### config.mk
export PLATFORM = sky130hd
export DESIGN_NAME = alu_rr_arbiter
export DESIGN_NICKNAME = d
export VERILOG_FILES = /design/src/rtl/alu_rr_arbiter.sv
export SDC_FILE = /design/constraint.sdc
export NUM_CORES = 1
export LEC_CHECK = 0
export CAP_MARGIN = 25
export CORE_ASPECT_RATIO = 1.2
export CORE_MARGIN = 3
export CORE_UTILIZATION = 40
export CTS_CLUSTER_SIZE = 30
export DETAILED_ROUTE_END_ITERATION = 8
export PLACE_DENSITY = 0.74
export SYNTH_ARGS = -nofsm -noshare
export SYNTH_HDL_FRONTEND = slang
export SYNTH_SLANG_ARGS = --single-unit
### constraint.sdc
create_clock -name clk -period 5.2 [get_ports clk]
set_clock_uncertainty 0.1 [all_clocks]
set_input_delay 0.78 -clock clk [delete_from_list [all_inputs] [get_ports clk]]
set_output_delay 0.78 -clock clk [all_outputs]
set_load 0.03 [all_outputs]
### src/rtl/alu_rr_arbiter.sv
// alu_rr_arbiter: shares one 32-bit ALU between two requesters.
//   Each grant runs through IDLE -> EXEC -> RESP. Grants are round-robin, and the
//   response is tagged with the requester id.
// Ports:
//   clk, reset              - rising-edge clock, synchronous active-high reset
//   req{0,1}_valid/_ready   - request handshake (ready is combinational, IDLE only)
//   req{0,1}_op/_a/_b       - opcode and operands, sampled only at acceptance
//   resp_valid/_ready       - response handshake; resp_* are held until accepted
//   resp_id/_s/_zero/_err   - requester id, result, result==0, unsupported opcode
//   grant_cnt0/1            - saturating per-port acceptance counters
//
// ALU: combinational 32-bit ALU. Unsupported opcodes give s_o=0 and err_o=1.
//   op_i, num1_i, num2_i -> s_o, err_o

module ALU (
    input  logic [3:0]  op_i,
    input  logic [31:0] num1_i,
    input  logic [31:0] num2_i,
    output logic [31:0] s_o,
    output logic        err_o
);
    always_comb begin
        s_o   = '0;
        err_o = 1'b0;
        case (op_i)
            4'b0000: s_o = num1_i - num2_i;
            4'b0001: s_o = num1_i + num2_i;
            4'b0010: s_o = num1_i & num2_i;
            4'b0011: s_o = num1_i | num2_i;
            4'b1100: s_o = num1_i >> num2_i[4:0];
            default: err_o = 1'b1;
        endcase
    end
endmodule

module alu_rr_arbiter #(
    parameter int unsigned PRIO_INIT = 0,
    parameter int unsigned CNT_W     = 16
) (
    input  logic             clk,
    input  logic             reset,
    input  logic             req0_valid,
    output logic             req0_ready,
    input  logic [3:0]       req0_op,
    input  logic [31:0]      req0_a,
    input  logic [31:0]      req0_b,
    input  logic             req1_valid,
    output logic             req1_ready,
    input  logic [3:0]       req1_op,
    input  logic [31:0]      req1_a,
    input  logic [31:0]      req1_b,
    output logic             resp_valid,
    input  logic             resp_ready,
    output logic             resp_id,
    output logic [31:0]      resp_s,
    output logic             resp_zero,
    output logic             resp_err,
    output logic [CNT_W-1:0] grant_cnt0,
    output logic [CNT_W-1:0] grant_cnt1
);
    localparam logic [1:0] StIdle = 2'd0;
    localparam logic [1:0] StExec = 2'd1;
    localparam logic [1:0] StResp = 2'd2;

    localparam logic             PtrInit = (PRIO_INIT != 0);
    localparam logic [CNT_W-1:0] CntOne  = {{(CNT_W-1){1'b0}}, 1'b1};

    logic [1:0]       state_q, state_d;
    logic             ptr_q, ptr_d;         // 1: port 1 wins a tie
    logic [3:0]       op_q, op_d;
    logic [31:0]      a_q, a_d;
    logic [31:0]      b_q, b_d;
    logic             id_q, id_d;
    logic             resp_id_q, resp_id_d;
    logic [31:0]      resp_s_q, resp_s_d;
    logic             resp_zero_q, resp_zero_d;
    logic             resp_err_q, resp_err_d;
    logic [CNT_W-1:0] cnt0_q, cnt0_d;
    logic [CNT_W-1:0] cnt1_q, cnt1_d;

    logic             in_idle;
    logic             sel1;
    logic [31:0]      alu_s;
    logic             alu_err;

    ALU u_alu (
        .op_i   (op_q),
        .num1_i (a_q),
        .num2_i (b_q),
        .s_o    (alu_s),
        .err_o  (alu_err)
    );

    // Readies are gated by reset so nothing is accepted while reset is high.
    always_comb begin
        in_idle    = (state_q == StIdle) && !reset;
        sel1       = req1_valid && (!req0_valid || ptr_q);
        req0_ready = in_idle && req0_valid && !sel1;
        req1_ready = in_idle && req1_valid && sel1;
    end

    always_comb begin
        state_d     = state_q;
        ptr_d       = ptr_q;
        op_d        = op_q;
        a_d         = a_q;
        b_d         = b_q;
        id_d        = id_q;
        resp_id_d   = resp_id_q;
        resp_s_d    = resp_s_q;
        resp_zero_d = resp_zero_q;
        resp_err_d  = resp_err_q;
        cnt0_d      = cnt0_q;
        cnt1_d      = cnt1_q;

        case (state_q)
            StIdle: begin
                if (req0_ready) begin
                    op_d    = req0_op;
                    a_d     = req0_a;
                    b_d     = req0_b;
                    id_d    = 1'b0;
                    state_d = StExec;
                    if (cnt0_q != '1) cnt0_d = cnt0_q + CntOne;
                end else if (req1_ready) begin
                    op_d    = req1_op;
                    a_d     = req1_a;
                    b_d     = req1_b;
                    id_d    = 1'b1;
                    state_d = StExec;
                    if (cnt1_q != '1) cnt1_d = cnt1_q + CntOne;
                end
            end
            StExec: begin
                resp_id_d = id_q;
                if (alu_err) begin
                    resp_s_d    = '0;
                    resp_zero_d = 1'b0;
                    resp_err_d  = 1'b1;
                end else begin
                    resp_s_d    = alu_s;
                    resp_zero_d = (alu_s == 32'd0);
                    resp_err_d  = 1'b0;
                end
                state_d = StResp;
            end
            StResp: begin
                if (resp_ready) begin
                    ptr_d   = ~resp_id_q;
                    state_d = StIdle;
                end
            end
            default: state_d = StIdle;
        endcase
    end

    always_ff @(posedge clk) begin
        if (reset) begin
            state_q     <= StIdle;
            ptr_q       <= PtrInit;
            op_q        <= '0;
            a_q         <= '0;
            b_q         <= '0;
            id_q        <= 1'b0;
            resp_id_q   <= 1'b0;
            resp_s_q    <= '0;
            resp_zero_q <= 1'b0;
            resp_err_q  <= 1'b0;
            cnt0_q      <= '0;
            cnt1_q      <= '0;
        end else begin
            state_q     <= state_d;
            ptr_q       <= ptr_d;
            op_q        <= op_d;
            a_q         <= a_d;
            b_q         <= b_d;
            id_q        <= id_d;
            resp_id_q   <= resp_id_d;
            resp_s_q    <= resp_s_d;
            resp_zero_q <= resp_zero_d;
            resp_err_q  <= resp_err_d;
            cnt0_q      <= cnt0_d;
            cnt1_q      <= cnt1_d;
        end
    end

    assign resp_valid = (state_q == StResp);
    assign resp_id    = resp_id_q;
    assign resp_s     = resp_s_q;
    assign resp_zero  = resp_zero_q;
    assign resp_err   = resp_err_q;
    assign grant_cnt0 = cnt0_q;
    assign grant_cnt1 = cnt1_q;
endmodule
# Yosys cells after proc, flatten, opt, wreduce, memory -nomap -nowiden
# Index checks and enable logic that the tools add are counted.
# W data, S select, Z words.
totals:
  elab_cells: 67
  register_bits: 139
  out_inout_bits: 70
  input_bits: 141
op_classes:
  n_reduce_logical: 20
  shifts: 1
  n_mux: 16
  eq_ne: 10
  bitwise_logic: 4
  n_addsub: 4
op_table:
  columns: ["operator", "n"]
  rows:
  - ["$mux W32", 5]
  - ["$pmux W32 S5", 1]
  - ["$add A16 B1 Y16 const B", 2]
  - ["$add A32 B32 Y32", 1]
  - ["$and A32 B32 Y32", 1]
  - ["$logic_not A32 Y1", 1]
  - ["$ne A16 B16 Y1 const B", 2]
  - ["$or A32 B32 Y32", 1]
  - ["$shr A32 B5 Y32", 1]
  - ["$sub A32 B32 Y32", 1]
  - ["$eq A4 B2 Y1 const B", 2]
  - ["$mux W4", 2]
  - ["$logic_and A1 B1 Y1", 6]
  - ["$mux W2", 3]
  - ["$pmux W2 S3", 1]
  - ["$reduce_and A2 Y1", 3]
  - ["$reduce_or A5 Y1", 1]
  - ["$eq A4 B1 Y1 const B", 1]
  - ["$eq A4 B4 Y1 const B", 1]
  - ["$logic_not A4 Y1", 1]
  - ["$mux W1", 4]
  - ["$reduce_and A4 Y1", 1]
  - ["$logic_not A1 Y1", 3]
  - ["$ne A3 B3 Y1 const B", 1]
  - ["8 further kinds", 9]

# Logic depth before layout (Yosys ltp)
# Gate-level depths: netlist of run 1.
logic_depth:
  word_depth: 7
  ltp_mapped: 22

# Cells and area by module
# A second synthesis of run 1 with hierarchy kept.
hier_totals:
  hier_cells: 1244
  hier_area_um2: 10293.6
by_module_without_submodules:
  columns: ["mod", "instances", "area_each_um2", "cells_per_inst", "seq_area_each_um2"]
  rows:
  - ["alu_rr_arbiter", 1, 5599.1, 598, 2782.7]
  - ["ALU", 1, 4694.5, 646, 0.0]

# Worst setup path before layout of run 1
# OpenSTA, ideal clock, no wires.
synth_path:
  kind: "reg-to-reg"
  start: "reg op_q[3]"
  end: "reg resp_zero_q (netlist: resp_zero)"
  path_buffers: 2
  slack_ns: 0.734
  arrival_ns: 4.307
  setup_ns: 0.059
  path_stages_with_launch: 19
  synth_period_minus_slack_ns: 4.466
  cell_sequence: "dfxtp_1 nor3_1 clkbuf_1 clkbuf_1 nand2_1 o21ai_0 inv_1 fa_1 nor2b_1 o2111ai_1 a211o_1 nand2_1 a21oi_1 xnor2_1 a21o_1 or4_1 nor4_1 nand4_1 nand2_1"
synth_via:
  elab_chain_cells: 4
  word_cells_on_any_way: 9
  cone_classes: "4 x eq/ne; 2 x mux; 3 x reduce/logical"
synth_rtl:
  columns: ["element", "line", "text"]
  rows:
  - ["start: declaration", "70", "logic [3:0] op_q, op_d;"]
  - ["start signal: assignment", "174", "op_q <= op_d;"]
  - ["$eq A4 B4 Y1 (tied with other cells)", "25", "case (op_i)"]
  - ["$pmux W32 S5", "25", null]
  - ["$logic_not A32 Y1", "142", "resp_zero_d = (alu_s == 32'd0);"]
  - ["$mux W1 (*)", "136", "if (alu_err) begin"]
  - ["end signal: assignment", "180", "resp_zero_q <= resp_zero_d;"]
  - ["end: declaration", "76", "logic resp_zero_q, resp_zero_d;"]
# Every way passes the cells marked *; elsewhere a longest branch is shown, timed or not.
# A chain may end at the register's enable or synchronous reset.

# Worst setup path in the final report of run 1
layout_path:
  start: "reg b_q[10]"
  end: "reg resp_zero_q (netlist: resp_zero)"
layout_via:
  elab_chain_cells: 4
  word_cells_on_any_way: 7
  cone_classes: "2 x add/sub; 2 x mux; 2 x bitwise; 1 x reduce/logical"
layout_rtl:
  columns: ["element", "line", "text"]
  rows:
  - ["start: declaration", "72", "logic [31:0] b_q, b_d;"]
  - ["start signal: assignment", "163", "b_q <= '0;"]
  - ["start signal: assignment", "176", "b_q <= b_d;"]
  - ["$add A32 B32 Y32 (tied with other cells)", "27", "4'b0001: s_o = num1_i + num2_i;"]
  - ["$pmux W32 S5 (*)", "25", null]
  - ["$logic_not A32 Y1 (*)", "142", null]
  - ["$mux W1 (*)", "136", null]
# Marks and branches as above.

==> summary.log, run 1 <==
INFO  synthesis      synth_enable_flop_cells=0
INFO  timing         grt_setup_unrepaired=false
INFO  detailed_routing firstDrtPassIters=7
INFO  detailed_routing route.antenna.remaining_nets=0
INFO  timing         report.final.hold_viol_count=0
INFO  setup_path     critical_path.startpoint_type=register
INFO  synthesis      synth.top_cells.by_count=sky130_fd_sc_hd__nor2_1, sky130_fd_sc_hd__dfxtp_1, sky130_fd_sc_hd__nand2_1
INFO  setup_path     cp_max_fo=7
INFO  detailed_routing drtIter0Drc=894
INFO  grt            grt_pass1_wl=62.1mm
INFO  synthesis      synth_most_common_cell=sky130_fd_sc_hd__nor2_1
INFO  place          dpl.hpwl=30.9mm
INFO  cells_and_area finalNonFillerCells=1871
INFO  floorplan      placement_rows=64
INFO  clock_network  clk_transition_reported_paths=0.08ns
INFO  cells_and_area nNetsFinal=1711
INFO  grt            grt_max_degree=72
INFO  power          power_leakage=0.00490uW
INFO  timing         layout_min_cycle_time=4.82ns
INFO  clock_network  ctsHtreeMaxLevel=4
INFO  detailed_routing drt_wl_total=40.0mm
INFO  cells_and_area antenna_cells=0
INFO  place          port_buffers=210
INFO  timing         setup_viol_count_final=0
INFO  grt            grt_overflow_total=0
INFO  cells_and_area post_route_cells_drive_above_1_share=0.0792
INFO  detailed_routing wl_per_cell=21.4um
INFO  clock_network  clockBufferDepth=2
INFO  synthesis      ys_seq_elements=139
INFO  power          power_per_cell_area=346nW/um^2
INFO  timing         worst-slew-pin-transition=1.22ns
INFO  cells_and_area final_util=0.523
INFO  clock_network  cts_resized=0
INFO  floorplan      design.core.area=25600squm
INFO  timing         final_period_utilization=0.927
INFO  clock_network  tritoncts=yes
INFO  place          post-place-cells=1839
INFO  clock_network  cts_hold_buffers=0
INFO  detailed_routing vias_per_cell=6.01
INFO  status         run_status=complete, no violations
INFO  cells_and_area area_growth=28.2%
INFO  floorplan      design.die.area=28100squm
INFO  synthesis      synth.cell_area=10500squm
INFO  synthesis      post_synth.cell_area_avg=7.66squm
INFO  detailed_routing post-route-drc-count=0
INFO  min_path       hold_class=register to register
INFO  grt            grt_pass1_vias=10700
INFO  synthesis      synth_cells=1366
INFO  timing         max_freq=207MHz
INFO  clock_network  cts_root_buffer=sky130_fd_sc_hd__clkbuf_16
INFO  clock_network  numCtsBuffers=17
INFO  clock_network  clock_sink_total=139
INFO  detailed_routing vias=11200
INFO  synthesis      share_of_yosys_cell_area_claimed_by_the_top_area_cell_type=0.266
INFO  floorplan      chipHeight=183um
INFO  grt            grt_antenna_before_repair=0
INFO  setup_path     critPathCaptureType=register
INFO  clock_network  post-cts-setup-buffers=0
INFO  floorplan      floorplan.die.width=154um
INFO  synthesis      post_synth_cell_types=81
INFO  synthesis      ys_seq_area_frac=0.266
INFO  setup_path     timing_worst_setup_path_type=register to register
INFO  floorplan      floorplan.io_pins=211
INFO  grt            track_usage=0.276
INFO  timing         maxSlewHeadroom=0.189
INFO  clock_network  clk-insertion-delay-late=0.44ns
INFO  setup_path     worst-endpoint-arrival=5.11ns
INFO  synthesis      yosysTopAreaCell=sky130_fd_sc_hd__dfxtp_1
INFO  floorplan      initial_utilization=0.408
INFO  synthesis      yosysWarnings=0
INFO  timing         finalSetupTns=0ns
INFO  synthesis      synth-async-reset-ratio=0
INFO  timing         slew_violations=0
INFO  synthesis      synth.net_count=1549
INFO  power          ir_drop=0.000198V
INFO  synthesis      yosys_most_used_dff=sky130_fd_sc_hd__dfxtp_1
INFO  setup_path     worst-endpoint-required=5.49ns
INFO  place          globalplace.congestion=0.987
INFO  flow_run       drv_cap=0
INFO  synthesis      synthTopCellsByArea=sky130_fd_sc_hd__dfxtp_1, sky130_fd_sc_hd__nor2_1, sky130_fd_sc_hd__ha_1
power by group:
group | internal (uW) | total, uW | switching (uW) | leakage [uW]
clock network | 643 | 1200 | 555 | 0.000276
registers | 1150 | 1290 | 139 | 0.00114
logic | 859 | 2150 | 1290 | 0.00349
total | 2660 | 4640 | 1990 | 0.00490
cell usage in the layout (no fill, tap or decap), types with 34 or more instances in the layout:
cell type,Yosys,routed
sky130_fd_sc_hd__clkdlybuf4s50_1,0,209
sky130_fd_sc_hd__nor2_1,209,208
sky130_fd_sc_hd__dfxtp_1,139,137
sky130_fd_sc_hd__nand2_1,108,108
sky130_fd_sc_hd__nor3_1,92,91
sky130_fd_sc_hd__a21oi_1,80,80
sky130_fd_sc_hd__o22ai_1,71,71
sky130_fd_sc_hd__o21ai_0,52,52
sky130_fd_sc_hd__xnor2_1,41,41
sky130_fd_sc_hd__ha_1,41,41
sky130_fd_sc_hd__a211oi_1,37,37
sky130_fd_sc_hd__xor2_1,34,34
critical path, cell delays in order, from the launching register on:
cell and delay (ns):
sky130_fd_sc_hd__dfxtp_1 0.38, sky130_fd_sc_hd__or4_1 0.61, sky130_fd_sc_hd__nor3_2 0.20, sky130_fd_sc_hd__nor3b_2 0.24, sky130_fd_sc_hd__nand2_1 0.14, sky130_fd_sc_hd__nor2_1 0.22, sky130_fd_sc_hd__nand2_1 0.12, sky130_fd_sc_hd__or2_1 0.25
sky130_fd_sc_hd__o21ai_0 0.24, sky130_fd_sc_hd__xnor2_1 0.13, sky130_fd_sc_hd__ha_1 0.40, sky130_fd_sc_hd__and4_2 0.35, sky130_fd_sc_hd__a21boi_1 0.21, sky130_fd_sc_hd__a311oi_2 0.08, sky130_fd_sc_hd__a21oi_1 0.17, sky130_fd_sc_hd__xnor2_1 0.13
sky130_fd_sc_hd__o221ai_1 0.23, sky130_fd_sc_hd__nor4_1 0.36, sky130_fd_sc_hd__nand4_1 0.13, sky130_fd_sc_hd__nand2_1 0.08
state kept, by name (all words and copies together), names as in the netlist:
register and flops:
op_q 4, id_q 1, b_q 32, grant_cnt1 16
resp_zero 1, resp_err 1, resp_s 32, state_q 2
a_q 32, grant_cnt0 16, resp_id 1, ptr_q 1
final cells by class:
| class | count | area [sq um] |
|---|---|---|
| multi-input combinational | 1107 | 7210 |
| clock inverter | 14 | 126 |
| sequential | 139 | 2790 |
| fill | 2491 | 12200 |
| timing repair buffer | 242 | 2350 |
| tap | 330 | 413 |
| clock buffer | 18 | 439 |
| inverter | 21 | 78.8 |
final timing paths:
| check | slack [ns] | from | cells after the start | endpoint |
|---|---|---|---|---|
| worst max register to register | 0.38 | b_q[10] | 19 | resp_zero |
| worst min-delay path | 0.36 | id_q | 2 | resp_id |
| worst min register to register | 0.36 | id_q | 2 | resp_id |
| worst max-delay path | 0.38 | b_q[10] | 19 | resp_zero |
layer usage:
layer / vias to the layer above / routed length, um / track usage
li1: 5354 / - / -
met3: 115 / 2720 / 0.0411
met1: 5218 / 16700 / 0.362
met2: 550 / 18500 / 0.445
met4: 0 / 2140 / 0.139
met5: - / 0 / 0
through the flow:
step | hold WS (ns) | power (uW) | instance area, sq um | worst slack, ns
4_1_cts | 0.370 | 4600 | 13400 | 0.383
3_5_place_dp | 0.361 | 3410 | 12800 | 0.410
2_1_floorplan | 0.332 | 2680 | 10500 | 0.734
5_1_grt | 0.385 | 4880 | 13400 | 0.0253
3_3_place_gp | 0.346 | 3410 | 12800 | 0.480
6_report | 0.363 | 4640 | 13400 | 0.377
kinds of logic (layout without fill, tap and decap cells):
| group | after synthesis | in the layout | synth area share |
|---|---|---|---|
| adders and majority gates | 68 | 68 | 0.0758 |
| and+or+nand+nor | 532 | 532 | 0.232 |
| xor gates and xnor gates | 75 | 75 | 0.0628 |
| DFF | 139 | 139 | 0.266 |
| buffers and inverters | 120 | 295 | 0.0478 |
| muxes | 65 | 65 | 0.0843 |
| AOI/OAI and AO/OA | 367 | 367 | 0.231 |
No activity file was read; power rests on OpenSTA's default activity.
==> run 2: changes to the inputs <==
--- a/config.mk
+++ b/config.mk
@@ -9,7 +9,7 @@
 export CORE_ASPECT_RATIO = 1.2
 export CORE_MARGIN = 3
 export CORE_UTILIZATION = 40
-export CTS_CLUSTER_SIZE = 30
+export CTS_CLUSTER_SIZE = 10
 export DETAILED_ROUTE_END_ITERATION = 8
 export PLACE_DENSITY = 0.74
 export SYNTH_ARGS = -nofsm -noshare
==> results of run 2 <==
No change in the layout: final DEF, timing and power equal those of run 1.
==> run 3: changes to the inputs <==
--- a/config.mk
+++ b/config.mk
@@ -5,13 +5,14 @@
 export SDC_FILE = /design/constraint.sdc
 export NUM_CORES = 1
 export LEC_CHECK = 0
-export CAP_MARGIN = 25
+export CAP_MARGIN = 20
 export CORE_ASPECT_RATIO = 1.2
 export CORE_MARGIN = 3
 export CORE_UTILIZATION = 40
 export CTS_CLUSTER_SIZE = 10
 export DETAILED_ROUTE_END_ITERATION = 8
-export PLACE_DENSITY = 0.74
+export PLACE_DENSITY = 0.76
+export REMOVE_ABC_BUFFERS = 1
 export SYNTH_ARGS = -nofsm -noshare
 export SYNTH_HDL_FRONTEND = slang
 export SYNTH_SLANG_ARGS = --single-unit
==> constraint.sdc (replaced) <==
create_clock -name clk -period 4.35 [get_ports clk]
set_clock_uncertainty 0.1 [all_clocks]
set_input_delay 0.6525 -clock clk [delete_from_list [all_inputs] [get_ports clk]]
set_output_delay 0.6525 -clock clk [all_outputs]
set_load 0.03 [all_outputs]
==> run 3 against run 2 <==
Net effect:
- sequential share of layout area shrank 1.9 points
- clock power grew 39%
- design area grew 10%
- sequential power up 18%
- register-to-register slack worse by 0.24 ns
- non-clock buffer count is 115 higher
- flip-flop and latch count stayed put
- critical path type unchanged
- largest power group unchanged
==> summary.log, run 3 (same netlist as run 1, synthesis figures left out) <==
INFO  cells_and_area finalNonFillerCells=1986 [+6.1%]
INFO  power          power_per_cell_area=439nW/um^2 [+27%]
INFO  power          ir_drop=0.000272V [+37%]
INFO  timing         final_period_utilization=0.967 [+0.0400]
INFO  timing         report.final.hold_viol_count=0 [unchanged]
INFO  floorplan      design.core.area=25600squm [unchanged]
INFO  min_path       whs_path_depth=2 [unchanged]
INFO  clock_network  numCtsBuffers=17 [unchanged]
INFO  grt            grt_pass1_wl=62.7mm [+0.96%]
INFO  cells_and_area nNetsFinal=1826 [+6.7%]
INFO  timing         finalSetupTns=0ns [unchanged]
INFO  setup_path     worstReg2RegEnd=resp_zero
INFO  clock_network  clk_transition_reported_paths=0.06ns [-0.02 ns]
INFO  clock_network  tritoncts=yes
INFO  detailed_routing drtIter0Drc=1176 [+32%]
INFO  timing         max_freq=238MHz [+15%]
INFO  grt            grt_antenna_before_repair=1 [+1]
INFO  floorplan      floorplan.io_pins=211 [unchanged]
INFO  cells_and_area post_route_cells_drive_above_1_share=0.185 [+0.106]
INFO  setup_path     r2r_cells=19 [unchanged]
INFO  cells_and_area most_common_library_cell_in_the_layout_ignoring_fill_and_taps=sky130_fd_sc_hd__clkdlybuf4s50_1
INFO  timing         maxSlewHeadroom=0.195 [+0.00644]
INFO  floorplan      initial_utilization=0.408 [unchanged]
INFO  timing         worst-slew-pin-transition=1.19ns [-0.0268 ns]
INFO  min_path       hold_end=resp_id
INFO  min_path       hold_class=register to register
INFO  cells_and_area n_fill_cell=2393 [-3.9%]
INFO  clock_network  cts_root_buffer=sky130_fd_sc_hd__clkbuf_16
INFO  timing         finalHoldWorstSlack=0.362ns [-0.00129 ns]
INFO  cells_and_area layout_common_cells=sky130_fd_sc_hd__clkdlybuf4s50_1, sky130_fd_sc_hd__nor2_1, sky130_fd_sc_hd__buf_4
INFO  grt            grt_max_degree=84 [+17%]
INFO  setup_path     critical_path.startpoint_type=register
INFO  detailed_routing wl_per_cell=20.4um [-4.4%]
INFO  floorplan      floorplan.die.width=154um [unchanged]
INFO  detailed_routing post-route-drc-count=0 [unchanged]
INFO  min_path       hold_path_startpoint=id_q
INFO  detailed_routing vias=11900 [+5.6%]
INFO  setup_path     timing_worst_setup_path_type=register to register
INFO  cells_and_area area_growth=41.1%
INFO  grt            track_usage=0.276 [about the same]
INFO  setup_path     worst-endpoint-arrival=4.49ns [-0.62 ns]
INFO  clock_network  cts_hold_buffers=0 [unchanged]
INFO  cells_and_area antenna_cells=0 [unchanged]
INFO  status         run_status=complete, no violations
INFO  place          dpl.hpwl=30.5mm [-1.3%]
INFO  power          p_total=6490uW [+40%]
INFO  place          post-place-cells=1940 [+5.5%]
INFO  detailed_routing firstDrtPassIters=6 [-1]
INFO  grt            grt_pass1_vias=11300 [+5.2%]
INFO  clock_network  ctsHtreeMaxLevel=4 [unchanged]
INFO  place          port_buffers=210 [unchanged]
INFO  floorplan      chipHeight=183um [unchanged]
INFO  grt            grt_overflow_total=0 [unchanged]
INFO  setup_path     worst-endpoint-required=4.63ns [-0.86 ns]
INFO  flow_run       drv_cap=0 [unchanged]
INFO  setup_path     critPathCaptureType=register
INFO  timing         setup_viol_count_final=0 [unchanged]
INFO  timing         slew_violations=0 [unchanged]
INFO  detailed_routing route.antenna.remaining_nets=0 [unchanged]
INFO  setup_path     cp_max_fo=3 [-4]
INFO  clock_network  clock_sink_total=139 [unchanged]
INFO  power          power_leakage=0.00559uW [+14%]
INFO  detailed_routing drt_wl_total=40.6mm [+1.4%]
INFO  clock_network  clk-insertion-delay-late=0.44ns [about the same]
INFO  floorplan      placement_rows=64 [unchanged]
INFO  setup_path     timing.reg2reg.setup_slack=0.14ns [-0.24 ns]
INFO  clock_network  clockBufferDepth=2 [unchanged]
INFO  detailed_routing vias_per_cell=5.98 [-0.48%]
INFO  place          globalplace.congestion=1.03 [+4.7%]
INFO  floorplan      design.die.area=28100squm [unchanged]
INFO  timing         layout_min_cycle_time=4.21ns [-0.614 ns]
INFO  setup_path     critical_path.reg2reg.startpoint=b_q[13]
[run 3: cell count changes in the layout (fill, tap and decap cells not counted), sizes merged]
cell and change:
bufinv +6, clkbuf -1, inv -7, buf +115, clkinv +3, clkinvlp -1
[run 3: area by class of cell]
| class | count | area, sq um | share of cell area |
|---|---|---|---|
| multi-input combinational | 1107 | 7600 | 0.515 |
| clock buffer | 17 | 425 | 0.0288 |
| inverter | 21 | 78.8 | 0.00534 |
| clock inverter | 15 | 246 | 0.0167 |
| timing repair buffer | 357 | 3220 | 0.218 |
| tap | 330 | 413 | 0.0280 |
| sequential | 139 | 2790 | 0.189 |
[run 3: timing repair]
| item | 4_1_cts | 5_1_grt |
|---|---|---|
| setup endpoints to repair | 1 | 7 |
| resized for setup | 1 | 91 |
| pin swaps | 0 | 50 |
| hold endpoints to repair | 0 | 0 |
| buffers inserted | 0 | 15 |
[run 3: worst max-delay path by stage]
stage	startpoint	end	slack, ns
after global placement	b_q[6]	resp_zero	-0.002
after detailed placement	b_q[6]	resp_zero	-0.06
after global routing	b_q[13]	resp_zero	-0.1
after floorplan	op_q[1]	resp_zero	-0.97
after CTS	b_q[10]	resp_zero	0.02
final	b_q[13]	resp_zero	0.14
[run 3: critical path, cell delays in order (launching register included)]
cell and delay, ns:
sky130_fd_sc_hd__dfxtp_1 0.31, sky130_fd_sc_hd__or4_4 0.55, sky130_fd_sc_hd__nor3_4 0.19, sky130_fd_sc_hd__nor3b_4 0.26, sky130_fd_sc_hd__nand2_2 0.14, sky130_fd_sc_hd__o31ai_2 0.28, sky130_fd_sc_hd__xnor2_1 0.12, sky130_fd_sc_hd__ha_1 0.34
sky130_fd_sc_hd__a21oi_2 0.08, sky130_fd_sc_hd__buf_4 0.14, sky130_fd_sc_hd__o21bai_4 0.13, sky130_fd_sc_hd__a21oi_2 0.07, sky130_fd_sc_hd__and3_1 0.17, sky130_fd_sc_hd__mux2_1 0.30, sky130_fd_sc_hd__a211oi_2 0.18, sky130_fd_sc_hd__buf_4 0.15
sky130_fd_sc_hd__nand3_2 0.08, sky130_fd_sc_hd__nor4_4 0.33, sky130_fd_sc_hd__nand4_1 0.14, sky130_fd_sc_hd__nand2_1 0.08
[run 3: stage by stage]
step | setup slack (ns) | util | instance area, sq um
2_1_floorplan | -0.966 | - | 10000
3_3_place_gp | -0.00210 | 0.531 | 13600
3_5_place_dp | -0.0597 | 0.531 | 13600
4_1_cts | 0.0208 | 0.557 | 14300
5_1_grt | -0.0958 | 0.576 | 14800
6_report | 0.142 | 0.576 | 14800
[run 3: power by group]
group / total, uW / switching, uW / internal, uW
combinational: 3300 / 1790 / 1510
sequential: 1520 / 136 / 1380
clock: 1670 / 597 / 1080
[run 3: metal layers]
layer / GRT usage / wire length, um / vias to the layer above
li1: - / - / 5584
met5: 0 / 13 / -
met4: 0.0869 / 1120 / 2
met2: 0.447 / 18800 / 549
met1: 0.371 / 17500 / 5643
met3: 0.0571 / 3130 / 92
==> RTL change (settings of run 3) <==
Register the output `grant_cnt1` once more, cleared by the reset; this adds one clock of latency there. The other outputs are not delayed to match.
--- a/src/rtl/alu_rr_arbiter.sv
+++ b/src/rtl/alu_rr_arbiter.sv
@@ -192,3 +192,9 @@
     assign grant_cnt0 = cnt0_q;
-    assign grant_cnt1 = cnt1_q;
+    always_ff @(posedge clk) begin
+        if (reset) begin
+            grant_cnt1 <= '0;
+        end else begin
+            grant_cnt1 <= cnt1_q;
+        end
+    end
 endmodule
Check against the original RTL: not equivalent (a bounded check fails within 4 cycles, from zero or initial values and one cycle with reset high).
==> RTL change against run 3 <==
The run now ends with DRC left; first-iteration DRC count is 29% higher; critical path depth is 3 lower; die area is 6.6% higher; design area is 5.9% higher; setup slack worse by 84 ps; combinational power is 5% lower; sequential cell count is 16 higher; wire length is 12% higher; sequential power is 6% higher; count of clock-buffer cells in the layout is 2 higher; synthesized area is 6.9% higher; global-route usage is 1.9 points higher; power is 1.6% lower; largest cell class unchanged; highest routed layer unchanged.
==> RTL change: results (changes against run 3) <==
metric	value	unit	change
status	finished with violations		
failing checks	DRC		
WL per Instance	21.74	um	+6.3%
crit path DAT	4540	ps	+50 ps
final std cells w/o fill	2084		+4.9%
switching pwr	2.427	mW	-3.8%
Final nets	1880		+3.0%
first-pass GRT wire length	69.61	mm	+11%
placed cell areas	14770	um2	+8.7%
post-synthesis sequential area ratio	27.76	%	+1.2 points
worst stage delay on the critical path	520	ps	-30 ps
HPWL after DPL	34.27	mm	+12%
GPL Wtd Cong	0.9837		-4.8%
# fillers	2521		+5.3%
Leak	6.091	nW	+8.9%
Hold Path Origin	resp_s[12]		
area of the multi-input gates	7761	um2	+2.2%
FF-to-FF Start	b_q[7]		
DRT Pass-1 Iters	9		+3
most instantiated cells after synthesis	nor2_1 (205), dfxtp_1 (155), nand2_1 (114)		
GRT Resource Usage Total	29.48	%	+1.9 points
Post-Place Cells	2043		+5.3%
vias in the first global route	12190		+8.3%
share of layout cells above drive strength 1	18.42	%	-0.057 points
Avg Vias per Cell	6.137		+2.7%
Initial DRC Count	1512		+29%
reg2reg path depth	16		-3
final routed DRC violation total	8		+8
-- RTL change: cell type report --
class,count,share of cell area (%)
multi-input combinational,1098,49.67
timing repair buffer,404,22.92
sequential,155,19.88
tap,374,2.995
clock buffer,19,2.899
clock inverter,13,1.137
inverter,21,0.5044
-- RTL change: routing by layer --
metal	GRT usage (%)	share of wire (%)	wire, um
met4	11.42	3.7	1687
met3	5.670	8.7	3947
met2	46.05	46	20830
met5	0	0.031	14
met1	40.06	42	18820
-- RTL change: power by group through the flow --
stage	logic, mW	registers [mW]	clock network, mW
3_5_place_dp	2.92	1.64	0
4_1_cts	2.94	1.61	1.66
5_1_grt	3.36	1.62	1.71
3_3_place_gp	2.92	1.64	0
2_1_floorplan	1.40	1.73	0
6_report	3.13	1.61	1.64
-- RTL change: worst paths after layout --
| check | to | slack (ps) |
|---|---|---|
| worst min-delay path | resp_s[12] | 350 |
| worst min register to register | resp_s[12] | 350 |
| worst max-delay path | resp_zero | 60 |
| worst max register to register | resp_zero | 60 |
-- RTL change: kinds of logic after synthesis --
kind of cell / synth area share (%)
AOI/OAI and AO/OA: 24.88
xor gates and xnor gates: 5.719
DFF: 27.76
adders and majority gates: 6.827
muxes: 8.786
and+or+nand+nor: 21.62
buffers and inverters: 4.410
-- RTL change: tightest hold or removal path: cells and delay by family, from the launching register on --
family           cells  cell delay [ps]
flip-flops           1              310
AO/OA/AOI/OAI        1               50
AND/OR/NAND/NOR      1               50
-- RTL change: timing repair --
item / CTS / global route
pin swaps: 0 / 32
setup endpoints to repair: 1 / 7
resized for setup: 1 / 40
buffers inserted: 0 / 9
